===== src/rtl/fdct_pkg.sv =====
`default_nettype none
// ============================================================================
// Module   : fdct_pkg
// Brief    : Shared widths, state encoding and sample type for the FDCT row
//            butterfly stage.
// Revision : 1.0 - initial release
// ============================================================================
package fdct_pkg;

  localparam int c_width_in = 8;
  localparam int c_n        = 8;
  localparam int c_sum_w    = c_width_in + 1;

  typedef enum logic [0:0] {
    FILL  = 1'b0,
    DRAIN = 1'b1
  } state_t;

  typedef logic signed [c_width_in-1:0] sample_t;

endpackage
`default_nettype wire


===== src/rtl/fdct_row_buffer.sv =====
`default_nettype none
// ============================================================================
// Module   : fdct_row_buffer
// Brief    : One-row sample store, one write port and two combinational reads.
// Revision : 1.0 - initial release
// ============================================================================
module fdct_row_buffer
  import fdct_pkg::*;
#(
  parameter int WIDTH = c_width_in,
  parameter int DEPTH = c_n
) (
  input  logic                     clk,
  input  logic                     we,
  input  logic [$clog2(DEPTH)-1:0] waddr,
  input  logic [WIDTH-1:0]         wdata,
  input  logic [$clog2(DEPTH)-1:0] raddr_a,
  input  logic [$clog2(DEPTH)-1:0] raddr_b,
  output logic [WIDTH-1:0]         rdata_a,
  output logic [WIDTH-1:0]         rdata_b
);

  logic [WIDTH-1:0] r_mem [DEPTH];

  // Contents are don't-care after reset, so the array carries no reset.
  always_ff @(posedge clk) begin
    if (we) begin
      r_mem[waddr] <= wdata;
    end
  end

  assign rdata_a = r_mem[raddr_a];
  assign rdata_b = r_mem[raddr_b];

endmodule
`default_nettype wire


===== src/rtl/fdct_butterfly_stage.sv =====
`default_nettype none
// ============================================================================
// Module   : fdct_butterfly_stage
// Brief    : Collects an 8-sample row, then emits 4 registered butterfly beats
//            (x[i]+x[7-i], x[i]-x[7-i]) with downstream backpressure.
// Revision : 1.0 - initial release
// ============================================================================
module fdct_butterfly_stage
  import fdct_pkg::*;
#(
  parameter int WIDTH_IN = c_width_in,
  parameter int N        = c_n
) (
  input  logic                clk,
  input  logic                reset,
  input  logic                in_valid,
  output logic                in_ready,
  input  logic [WIDTH_IN-1:0] in_data,
  input  logic                in_last,
  output logic                out_valid,
  input  logic                out_ready,
  output logic [WIDTH_IN:0]   out_sum,
  output logic [WIDTH_IN:0]   out_diff,
  output logic [1:0]          out_idx,
  output logic                out_last,
  output logic                frame_err
);

  localparam int c_sw = WIDTH_IN + 1;

  generate
    if (N != 8) begin : g_bad_n
      $error("fdct_butterfly_stage supports only N == 8");
    end
  endgenerate

  state_t            r_state;
  state_t            w_state_nxt;
  logic [2:0]        r_wr_cnt;
  logic [1:0]        r_rd_cnt;
  logic              r_out_valid;
  logic              r_out_last;
  logic              r_frame_err;
  logic [c_sw-1:0]   r_out_sum;
  logic [c_sw-1:0]   r_out_diff;

  logic              w_in_ready;
  logic              w_in_xfer;
  logic              w_out_xfer;
  logic              w_fill_done;
  logic              w_drain_done;
  logic              w_load;
  logic [1:0]        w_next_idx;
  logic [2:0]        w_raddr_a;
  logic [2:0]        w_raddr_b;
  logic [WIDTH_IN-1:0] w_rdata_a;
  logic [WIDTH_IN-1:0] w_rdata_b;
  logic [WIDTH_IN-1:0] w_op_b;
  logic [c_sw-1:0]   w_ext_a;
  logic [c_sw-1:0]   w_ext_b;

  assign w_in_ready   = (r_state == FILL) && reset;
  assign w_in_xfer    = in_valid && w_in_ready;
  assign w_out_xfer   = r_out_valid && out_ready;
  assign w_fill_done  = w_in_xfer && (r_wr_cnt == 3'd7);
  assign w_drain_done = w_out_xfer && (r_rd_cnt == 2'd3);
  assign w_load       = w_fill_done || (w_out_xfer && (r_rd_cnt != 2'd3));

  always_ff @(posedge clk) begin
    if (!reset) begin
      r_state <= FILL;
    end else begin
      r_state <= w_state_nxt;
    end
  end

  always_comb begin
    w_state_nxt = r_state;
    case (r_state)
      FILL:    if (w_fill_done)  w_state_nxt = DRAIN;
      DRAIN:   if (w_drain_done) w_state_nxt = FILL;
      default: w_state_nxt = FILL;
    endcase
  end

  // Output registers are loaded with the *next* beat, so the first beat pairs
  // buf[0] with the 8th sample straight off the input bus.
  assign w_next_idx = (r_state == FILL) ? 2'd0 : (r_rd_cnt + 2'd1);
  assign w_raddr_a  = {1'b0, w_next_idx};
  assign w_raddr_b  = 3'd7 - w_raddr_a;
  assign w_op_b     = (r_state == FILL) ? in_data : w_rdata_b;
  assign w_ext_a    = {w_rdata_a[WIDTH_IN-1], w_rdata_a};
  assign w_ext_b    = {w_op_b[WIDTH_IN-1], w_op_b};

  fdct_row_buffer #(
    .WIDTH (WIDTH_IN),
    .DEPTH (N)
  ) u_row_buffer (
    .clk     (clk),
    .we      (w_in_xfer),
    .waddr   (r_wr_cnt),
    .wdata   (in_data),
    .raddr_a (w_raddr_a),
    .raddr_b (w_raddr_b),
    .rdata_a (w_rdata_a),
    .rdata_b (w_rdata_b)
  );

  always_ff @(posedge clk) begin
    if (!reset) begin
      r_wr_cnt    <= 3'd0;
      r_rd_cnt    <= 2'd0;
      r_out_valid <= 1'b0;
      r_out_last  <= 1'b0;
      r_frame_err <= 1'b0;
      r_out_sum   <= '0;
      r_out_diff  <= '0;
    end else begin
      if (w_in_xfer) begin
        if (r_wr_cnt == 3'd7) begin
          r_wr_cnt <= 3'd0;
          if (!in_last) r_frame_err <= 1'b1;
        end else if (in_last) begin
          r_wr_cnt    <= 3'd0;
          r_frame_err <= 1'b1;
        end else begin
          r_wr_cnt <= r_wr_cnt + 3'd1;
        end
      end
      if (w_fill_done) begin
        r_rd_cnt    <= 2'd0;
        r_out_valid <= 1'b1;
      end else if (w_out_xfer) begin
        r_rd_cnt <= r_rd_cnt + 2'd1;
        if (w_drain_done) r_out_valid <= 1'b0;
      end
      if (w_load) begin
        r_out_sum  <= w_ext_a + w_ext_b;
        r_out_diff <= w_ext_a - w_ext_b;
        r_out_last <= (w_next_idx == 2'd3);
      end
    end
  end

  assign in_ready  = w_in_ready;
  assign out_valid = r_out_valid;
  assign out_sum   = r_out_sum;
  assign out_diff  = r_out_diff;
  assign out_idx   = r_rd_cnt;
  assign out_last  = r_out_last;
  assign frame_err = r_frame_err;

endmodule
`default_nettype wire


===== config.mk =====
export PLATFORM = sky130hd
export DESIGN_NAME = fdct_butterfly_stage
export DESIGN_NICKNAME = d
export VERILOG_FILES = /design/src/rtl/fdct_pkg.sv /design/src/rtl/fdct_row_buffer.sv /design/src/rtl/fdct_butterfly_stage.sv
export SDC_FILE = /design/constraint.sdc
export NUM_CORES = 1
export LEC_CHECK = 0
export BUFFER_PORTS_ARGS = -buffer_cell sky130_fd_sc_hd__buf_2
export CORE_ASPECT_RATIO = 1.4
export CORE_UTILIZATION = 50
export CTS_BUF_LIST = sky130_fd_sc_hd__clkbuf_8
export CTS_CLUSTER_SIZE = 24
export DETAILED_ROUTE_END_ITERATION = 12
export GPL_TIMING_DRIVEN = 0
export PLACE_DENSITY_LB_ADDON = 0.05
export SYNTH_ARGS = -nofsm -noshare
export SYNTH_HDL_FRONTEND = slang
export SYNTH_HIERARCHICAL = 1
export SYNTH_SLANG_ARGS = --single-unit

===== constraint.sdc =====
create_clock -name clk -period 9.2 [get_ports clk]
set_clock_uncertainty 0.2 [all_clocks]
set_input_delay 0.92 -clock clk [delete_from_list [all_inputs] [get_ports clk]]
set_output_delay 0.92 -clock clk [all_outputs]
set_load 0.02 [all_outputs]

* Word-level counts from Yosys, hierarchy flattened *
Memories as Yosys holds them, arrays and structs flattened.
Index checks and enable logic that the tools add are counted.

storage, ports and cells
  bits in registers = 27
  memory bits (writable) = 64
  bits of input ports = 13
  memories kept = 1

memories
  memory              depth  bits a word  read ports  clocked after Yosys merged registers in  wr ports  RTL line               text
  u_row_buffer.r_mem  8      8            2           0                                        1         fdct_row_buffer.sv:23  logic [WIDTH-1:0] r_mem [DEPTH];

cells by class
  add/subtract/negate cells = 5
  equal/unequal tests = 5
  mux-type cells = 15
  bitwise gates (word level) = 2
  reductions and logical operators = 13

operator list
  cell                   count
  $mux W1                10
  $add A8 B8 Y9          1
  $sub A8 B8 Y9          1
  $mux W8                1
  $logic_and A1 B1 Y1    6
  $mux W3                2
  $reduce_bool A2 Y1     3
  $eq A2 B2 Y1 const B   2
  $ne A2 B2 Y1 const B   2
  $add A3 B1 Y3 const B  1
  $eq A3 B3 Y1 const B   1
  $reduce_and A3 Y1      1
  $sub A3 B2 Y3 const A  1
  $add A2 B1 Y2 const B  1
  $mux W2                1
  $not A1 Y1             2
  $pmux W1 S2            1
  $reduce_and A2 Y1      1
  $reduce_or A2 Y1       1
  $logic_or A1 B1 Y1     1

* Logic depth before layout (Yosys ltp) *
Gate-level depths: netlist (run 1).

  depth in word-level cells = 6
  depth in mapped cells = 15
  depth with buffers taken out = 13

* Cells and area by module *
Netlist (run 1), hierarchy kept.

modules (own cells, without submodules)
  module                instances  cells each  area each (µm²)  seq. area each (µm²)
  fdct_row_buffer       1          135         3078.0           1921.8
  fdct_butterfly_stage  1          206         1783.0           520.5

* Least setup slack after synthesis (run 1) *
Ideal clock, no wire load.

  path kind = flip-flop to flip-flop
  start point = register r_rd_cnt[0], in the netlist out_idx[0]
  end point = register r_out_sum[7], in the netlist out_sum[7]
  library setup time = 88 ps
  data arrival time = 3355 ps
  setup slack = 5556 ps
  stages on the path, launching flop included = 13
  path buffers = 2
  cell sequence = dfxtp_1 > nand2b_1 > buf_6 > buf_12 > mux4_2 > mux2_2 > mux2i_1 > inv_1 > ha_1 > a221oi_4 > nor3_2 > or4_4 > a311oi_2

between the ends
  longest elaborated chain between the ends = 6
  elaborated cells between the ends (all ways) = 9

RTL lines
  item                    RTL line                     text
  from (decl)             fdct_butterfly_stage.sv:40   logic [1:0] r_rd_cnt;
  from (signal assigned)  fdct_butterfly_stage.sv:134  r_rd_cnt <= r_rd_cnt + 2'd1;
  $add A2 B1 Y2           fdct_butterfly_stage.sv:88   assign w_next_idx = (r_state == FILL) ? 2'd0 : (r_rd_cnt + 2'd1);
  $mux W2                 fdct_butterfly_stage.sv:88
  $sub A3 B2 Y3           fdct_butterfly_stage.sv:90   assign w_raddr_b = 3'd7 - w_raddr_a;
  net w_raddr_b[0]        fdct_butterfly_stage.sv:55   logic [2:0] w_raddr_b;
  $mem_v2 Z8 W8           n/a
  net w_rdata_b[1]        fdct_butterfly_stage.sv:57   logic [WIDTH_IN-1:0] w_rdata_b;
  $mux W8                 fdct_butterfly_stage.sv:91   assign w_op_b = (r_state == FILL) ? in_data : w_rdata_b;
  $add A8 B8 Y9           fdct_butterfly_stage.sv:138  r_out_sum <= w_ext_a + w_ext_b;
  to (signal assigned)    fdct_butterfly_stage.sv:138
  to (decl)               fdct_butterfly_stage.sv:44   logic [c_sw-1:0] r_out_sum;

The timed path passes the listed nets, and every way through them passes these cells.
A chain may end at the register's enable or synchronous reset.

* Worst setup path in the final report (run 1) *
  start point = register r_state
  end point = register r_out_diff[8], in the netlist out_diff[8]

between the ends
  longest elaborated chain between the ends = 5
  elaborated cells between the ends (all ways) = 10

RTL lines
  item                    RTL line                     text
  from (decl)             fdct_butterfly_stage.sv:37   state_t r_state;
  from (signal assigned)  fdct_butterfly_stage.sv:73   r_state <= w_state_nxt;
  $mux W2                 fdct_butterfly_stage.sv:88
  $sub A3 B2 Y3           fdct_butterfly_stage.sv:90
  net w_raddr_b[1]        fdct_butterfly_stage.sv:55
  $mem_v2 Z8 W8           n/a
  $mux W8                 fdct_butterfly_stage.sv:91
  $sub A8 B8 Y9           fdct_butterfly_stage.sv:139  r_out_diff <= w_ext_a - w_ext_b;
  to (signal assigned)    fdct_butterfly_stage.sv:139
  to (decl)               fdct_butterfly_stage.sv:45   logic [c_sw-1:0] r_out_diff;

The timed path passes the listed nets, and every way through them passes these cells.

==> results of run 1 <==
## final cells by class
| type | instances | area, µm² | area share |
|---|---|---|---|
| clock inverter | 7 | 70.1 | 0.0130 |
| buffer | 20 | 148 | 0.0274 |
| tap | 110 | 138 | 0.0256 |
| sequential | 90 | 2440 | 0.454 |
| clock buffer | 9 | 124 | 0.0230 |
| timing repair buffer | 36 | 180 | 0.0335 |
| multi-input combinational | 215 | 2220 | 0.413 |
| inverter | 16 | 60.1 | 0.0112 |
## placed cells by master (no fill, tap or decap), drive strengths merged, types with 7 or more instances in the layout
cell    Yosys  routed
edfxtp     64      64
buf        16      52
mux4       32      32
dfxtp      26      26
nor2       26      26
ha         21      21
nand2      20      20
inv        16      18
mux2       17      17
a21oi      14      14
clkbuf      4      13
mux2i      11      11
o21ai      10      10
a211oi      7       7
## worst max path at each step
stage | slack [ps] | from | end
after global routing | 4680 | r_state$_SDFF_PN0_ | out_diff[8]$_SDFFE_PN0P_
after detailed placement | 5020 | r_state$_SDFF_PN0_ | out_diff[8]$_SDFFE_PN0P_
after CTS | 4980 | r_state$_SDFF_PN0_ | out_diff[8]$_SDFFE_PN0P_
after global placement | 5040 | r_state$_SDFF_PN0_ | out_diff[8]$_SDFFE_PN0P_
after floorplan | 5560 | out_idx[0]$_SDFFE_PP0P_ | out_sum[7]$_SDFFE_PN0P_
final | 4920 | r_state$_SDFF_PN0_ | out_diff[8]$_SDFFE_PN0P_
## report_power, final
group / switching (µW) / leakage (µW) / internal [µW]
Combinational: 44.2 / 0.00117 / 31.0
Sequential: 1.93 / 0.000788 / 436
Clock: 142 / 0.000105 / 126
Total: 188 / 0.00206 / 593
## Yosys cell counts (all sizes together), types with 7 or more instances
cell type | count | share of area
inv | 16 | 0.012
mux2i | 11 | 0.023
ha | 21 | 0.054
mux2 | 17 | 0.039
buf | 16 | 0.027
o21ai | 10 | 0.011
a211oi | 7 | 0.011
edfxtp | 64 | 0.40
nand2 | 20 | 0.016
dfxtp | 26 | 0.11
mux4 | 32 | 0.17
nor2 | 26 | 0.021
a21oi | 14 | 0.014
## cells by family (layout without fill, tap and decap cells)
family	after synthesis	after routing	synth area share
adders and majority gates	23	23	0.0623
DFF	90	90	0.502
buffers and inverters	36	88	0.0427
and+or+nand+nor	69	69	0.0659
AOI/OAI and AO/OA	50	50	0.0726
muxes	60	60	0.233
xor gates and xnor gates	11	11	0.0198
other	2	2	0.00154
## through the flow
step                      instances   util  hold slack, ps  instance area [µm²]  setup slack [ps]
after detailed placement        487  0.549             257                 5190              5020
after global routing            503  0.569             309                 5380              4680
final                           503  0.569             269                 5380              4920
after floorplan                 341      -             257                 4860              5560
after CTS                       503  0.569             272                 5380              4980
after global placement          487  0.547             250                 5180              5040
## metal layers
metal / track usage / vias to the layer above / wire, µm
met5: 0 / - / 0
met4: 0.0875 / 0 / 239
met3: 0.0314 / 15 / 317
met2: 0.443 / 68 / 5950
met1: 0.248 / 1499 / 4140
li1: - / 1413 / -
## tightest hold or removal path: stages, from the launching register on
cell     delay [ps]
dfxtp_1         320
nand2_1          50
o22ai_1          60
## flip-flops by register name, summed over array words and instances, names as in the netlist, 2 cells and up
signal and count:
out_sum 8, r_wr_cnt 3, out_diff 9, u_row_buffer/r_mem 64
out_idx 2
==> metrics, run 1 <==
fin crit period 4280 ps; DR iter-0 viols 121; Yosys cell types 49; CP Capture Type register; total die area 10100 µm²; Buffers on Ports 36; final net count 424; WL final 10600 µm; row count 42; vias per cell 5.95; die height 119 µm; synthesized net count 377; via count 2995; Post-synth EDFFs 64; Post-Syn Area 4860 µm²; min-delay worst type register to register; fmax 0.234 GHz; DR WL/cell 21.2 µm; drc violations 0; vias in the first global route 3059; Most common cell on crit path inv_1; largest net degree at the start of global routing 16; GPL Wtd Cong 0.911; CTS H-tree lvls 3; worst hold stages 2; Post-Syn Area per Cell 14.3 µm²; antenna violations before repair 0; Syn-to-layout area delta 10.7%; Pre-antenna DRT Iters 4; Pwr Density 145 nW/µm²; post-CTS sizing 0; clk_lat worst skew 360 ps; Slew headroom 0.317; hold path endpoint out_diff[5]$_SDFFE_PN0P_; final number of setup-violating endpoints 0; post-CTS setup repair buffer count 0; RR Startpoint r_state$_SDFF_PN0_; Slew @ Worst Pin 1020 ps; CTS tree built; Pleak 0.00206 µW; antenna cells 0; worst vdd ir 114 µV; Starting Density 0.514; worst reg-to-reg setup slack 4920 ps; Worst Hold Launch out_diff[5]$_SDFFE_PN0P_; Worst R2R Path Depth 14; kind of critical path register to register; Worst Path Buf+Inv 5; clk buf depth 2; Clk pin slew, worst setup/hold paths 90 ps; Tcrit/Tclk final 0.465; Top Family by Delay on Critical Path buffers and inverters; I/O pin count 37; Max-cap violations 0; fin. max-slew vios 0; layout cell share with drive strength beyond 1 0.247; fraction of registers with async set/reset 0; Detail Route Antenna Nets 0; clk root buf clkbuf_8; first-pass GRT wire length 16500 µm; end of the worst register-to-register path out_diff[8]$_SDFFE_PN0P_; Setup TNS 0 ps; WP data required 9300 ps; Sink Count 90; Final Power 781 µW; warning count from the yosys run 6; DIE WIDTH 85.3 µm; RSZ-0062 raised after global routing false; Post-DP HPWL 7700 µm; gr usage total 0.229; total global routing overflow 0; dominant synthesized flop cell edfxtp_1; Worst setup SP type register; biggest cell delay along the critical path 630 ps; CP max stage cell buf_1; status completed; Seq/Total Area, Yosys 0.502; cell chain of the critical path buf_1 -> nand2_1 -> inv_1 -> buf_1 -> mux2_2 -> inv_1 -> ha_1 -> inv_1 -> fa_1 -> a211oi_1 -> nor2_1 -> o31a_1 -> nor4b_1 -> o221a_2; Fillers 800; TritonCTS Buffers 9; final hold viol count 0; Worst EP arrival 4380 ps; Mapped Cells 341; Crit path depth 14; FF+latch count, synth 90; core area 9460 µm²; crit path max fanout 10; hold buffers post-CTS 0
Note: power is estimated with default switching activity, not from simulation.
==> inputs of run 2 (changes only) <==
--- a/config.mk
+++ b/config.mk
@@ -5,6 +5,7 @@
 export SDC_FILE = /design/constraint.sdc
 export NUM_CORES = 1
 export LEC_CHECK = 0
+export ABC_AREA = 1
 export BUFFER_PORTS_ARGS = -buffer_cell sky130_fd_sc_hd__buf_2
 export CORE_ASPECT_RATIO = 1.4
 export CORE_UTILIZATION = 50
==> constraint.sdc (replaced) <==
create_clock -name clk -period 4.14 [get_ports clk]
set_clock_uncertainty 0.2 [all_clocks]
set_input_delay 0.414 -clock clk [delete_from_list [all_inputs] [get_ports clk]]
set_output_delay 0.414 -clock clk [all_outputs]
set_load 0.02 [all_outputs]
==> run 2 against run 1 <==
Utilization decreased by 0.065 points. Setup slack got worse by 4300 ps. Maximum frequency increased by 23%. Non-clock buffer count increased by 11. Sequential power increased by 120%. Sequential share of layout area decreased by 5.6 points. Power increased by 140%. Synthesized cell count increased by 120%. Worst hold slack got worse by 120 ps.
==> metrics, run 2 <==
GPL Wtd Cong 0.922; via count 4739; worst reg-to-reg setup slack 660 ps; RSZ-0062 raised after global routing false; vias in the first global route 4681; min-delay worst type input port to register; Final Instance Count excl. Fillers 945; CP max stage cell fa_1; Max-cap violations 0; post-synthesis adder-cell area fraction 0.0545; gr usage total 0.256; die height 127 µm; Worst EP arrival 3540 ps; hold buffers post-CTS 0; layout cell share with drive strength beyond 1 0.116; kind of critical path register to register; most frequent cell after synthesis nand2_1; Clk pin slew, worst setup/hold paths 90 ps; final hold viol count 0; fin. max-slew vios 0; fmax 0.288 GHz; Synth top area share 0.346; fraction of registers with async set/reset 0; CTS tree built; max reg flops 64; WP data required 4200 ps; Detail Route Antenna Nets 0; Yosys cell types 29; Buffers on Ports 36; top cells by area, synth edfxtp_1 (35%), nand2_1 (20%), dfxtp_1 (9.4%); CTS H-tree lvls 3; final number of setup-violating endpoints 0; Synth Area in Compound Gates 0.0358; Worst setup SP type register; Syn-to-layout area delta 10.6%; Worst Path Buf+Inv 7; Pre-antenna DRT Iters 5; placed cells 929; biggest cell delay along the critical path 450 ps; Worst Setup EP out_sum[4]$_SDFFE_PN0P_; Top Family by Delay on Critical Path simple AND/OR/NAND/NOR gates; leading area contributor after synthesis edfxtp_1; first-pass GRT wire length 22500 µm; Post-Syn Area 5560 µm²; largest register by flop count u_row_buffer/r_mem; Worst Hold Launch in_last; Seq/Total Area, Yosys 0.440; simple-gate share of the synthesized area 0.319; total global routing overflow 0; Setup TNS 0 ps; dominant synthesized flop cell edfxtp_1; CP Capture Type register; row count 45; Post-DP HPWL 10700 µm; status completed; RR Startpoint r_state$_SDFF_PN0_; total die area 11500 µm²; worst hold stages 4; clk_lat worst skew 370 ps; worst hold margin 149 ps; core area 10800 µm²; Post-synth EDFFs 64; synthesized net count 788; Multi-input gate area 2330 µm²; Mapped Cells 752; Sink Count 90; final net count 835; Crit path depth 22; top cells by count, synth nand2_1 (289), inv_1 (130), nand3_1 (97), edfxtp_1 (64); Pleak 0.00327 µW; warning count from the yosys run 6; largest family of logic cells by synthesized area simple AND/OR/NAND/NOR gates; end of the worst register-to-register path out_sum[4]$_SDFFE_PN0P_; FF+latch count, synth 90; cell chain of the critical path inv_2 -> nor2_1 -> inv_1 -> buf_6 -> inv_4 -> buf_6 -> nand2_1 -> nand3_1 -> nand2_1 -> nand2_1 -> nand2_1 -> or2_2 -> o21ai_0 -> inv_1 -> fa_1 -> nand2_1 -> nand2_1 -> nand2_1 -> xor2_1 -> nand2_1 -> nand3_1 -> inv_1; post-CTS setup repair buffer count 0; antenna cells 0; Starting Density 0.514; Worst R2R Path Depth 22; post-CTS sizing 0; worst vdd ir 222 µV; register area 2440 µm²; I/O pin count 37; TritonCTS Buffers 9; Most common cell on crit path nand2_1; DR WL/cell 14.6 µm; drc violations 0; most frequent cells in the layout nand2_1 (289), inv_1 (132), nand3_1 (97); crit path max fanout 10; clk root buf clkbuf_8; clk buf depth 2; leading cell type in the layout, fill and taps excluded nand2_1; WL final 13800 µm; multiplexer area fraction after synthesis 0; Slew @ Worst Pin 906 ps; Tcrit/Tclk final 0.840; Slew headroom 0.394; Post-Syn Area per Cell 7.39 µm²; DIE WIDTH 91.1 µm; fin crit period 3480 ps; xor/xnor share of the synthesized area 0.00946; vias per cell 5.01; largest net degree at the start of global routing 15; crit path from r_state$_SDFF_PN0_; antenna violations before repair 0; Pwr Density 300 nW/µm²; Fillers 1036; DR iter-0 viols 385
[run 2: report_power, final]
group | leakage [µW] | switching (µW) | internal (µW)
Sequential | 0.000788 | 3.05 | 970
Combinational | 0.00236 | 117 | 54.4
Clock | 0.000126 | 303 | 396
[run 2: layer usage]
| metal | up-vias | wire, µm | GRT usage |
|---|---|---|---|
| li1 | 2408 | - | - |
| met3 | 52 | 658 | 0.0354 |
| met2 | 177 | 7210 | 0.467 |
| met4 | 0 | 605 | 0.158 |
| met5 | - | 0 | 0 |
| met1 | 2102 | 5370 | 0.277 |
[run 2: per-stage QoR]
| step | total power, µW | worst slack [ps] | utilization | area, µm² |
|---|---|---|---|---|
| floorplan | 1110 | 1130 | - | 5560 |
| global placement | 1160 | 702 | 0.547 | 5910 |
| detailed placement | 1160 | 667 | 0.547 | 5910 |
| CTS | 1850 | 626 | 0.568 | 6140 |
| global route | 1910 | 238 | 0.568 | 6140 |
| finish | 1840 | 662 | 0.568 | 6140 |
[run 2: final cells by class]
class / count / share of cell area
tap: 141 / 0.0287
clock inverter: 7 / 0.0177
timing repair buffer: 36 / 0.0293
clock buffer: 9 / 0.0202
multi-input combinational: 496 / 0.380
buffer: 31 / 0.0432
inverter: 135 / 0.0837
sequential: 90 / 0.397
[run 2: worst min-delay path by stage]
stage,endpoint,slack [ps]
detailed placement,frame_err$_SDFFE_PN0P_,270
floorplan,r_wr_cnt[1]$_SDFFE_PN0P_,280
CTS,r_wr_cnt[2]$_SDFFE_PN0P_,140
global placement,frame_err$_SDFFE_PN0P_,250
global route,r_wr_cnt[2]$_SDFFE_PN0P_,160
finish,r_wr_cnt[2]$_SDFFE_PN0P_,150
[run 2: cells by family after synthesis]
logic type,Yosys count
xor gates and xnor gates,6
DFF,90
AOI/OAI and AO/OA,38
buffers and inverters,166
other,2
and+or+nand+nor,427
adders and majority gates,23
[run 2: worst reg2reg max path: cells and delay by family, from the launching register on]
kind                       cells  cell delay [ps]
DFF                            1              370
adders and majority gates      1              450
AOI/OAI and AO/OA              1              190
buffers and inverters          7              780
xor gates and xnor gates       1              140
and+or+nand+nor               12             1260
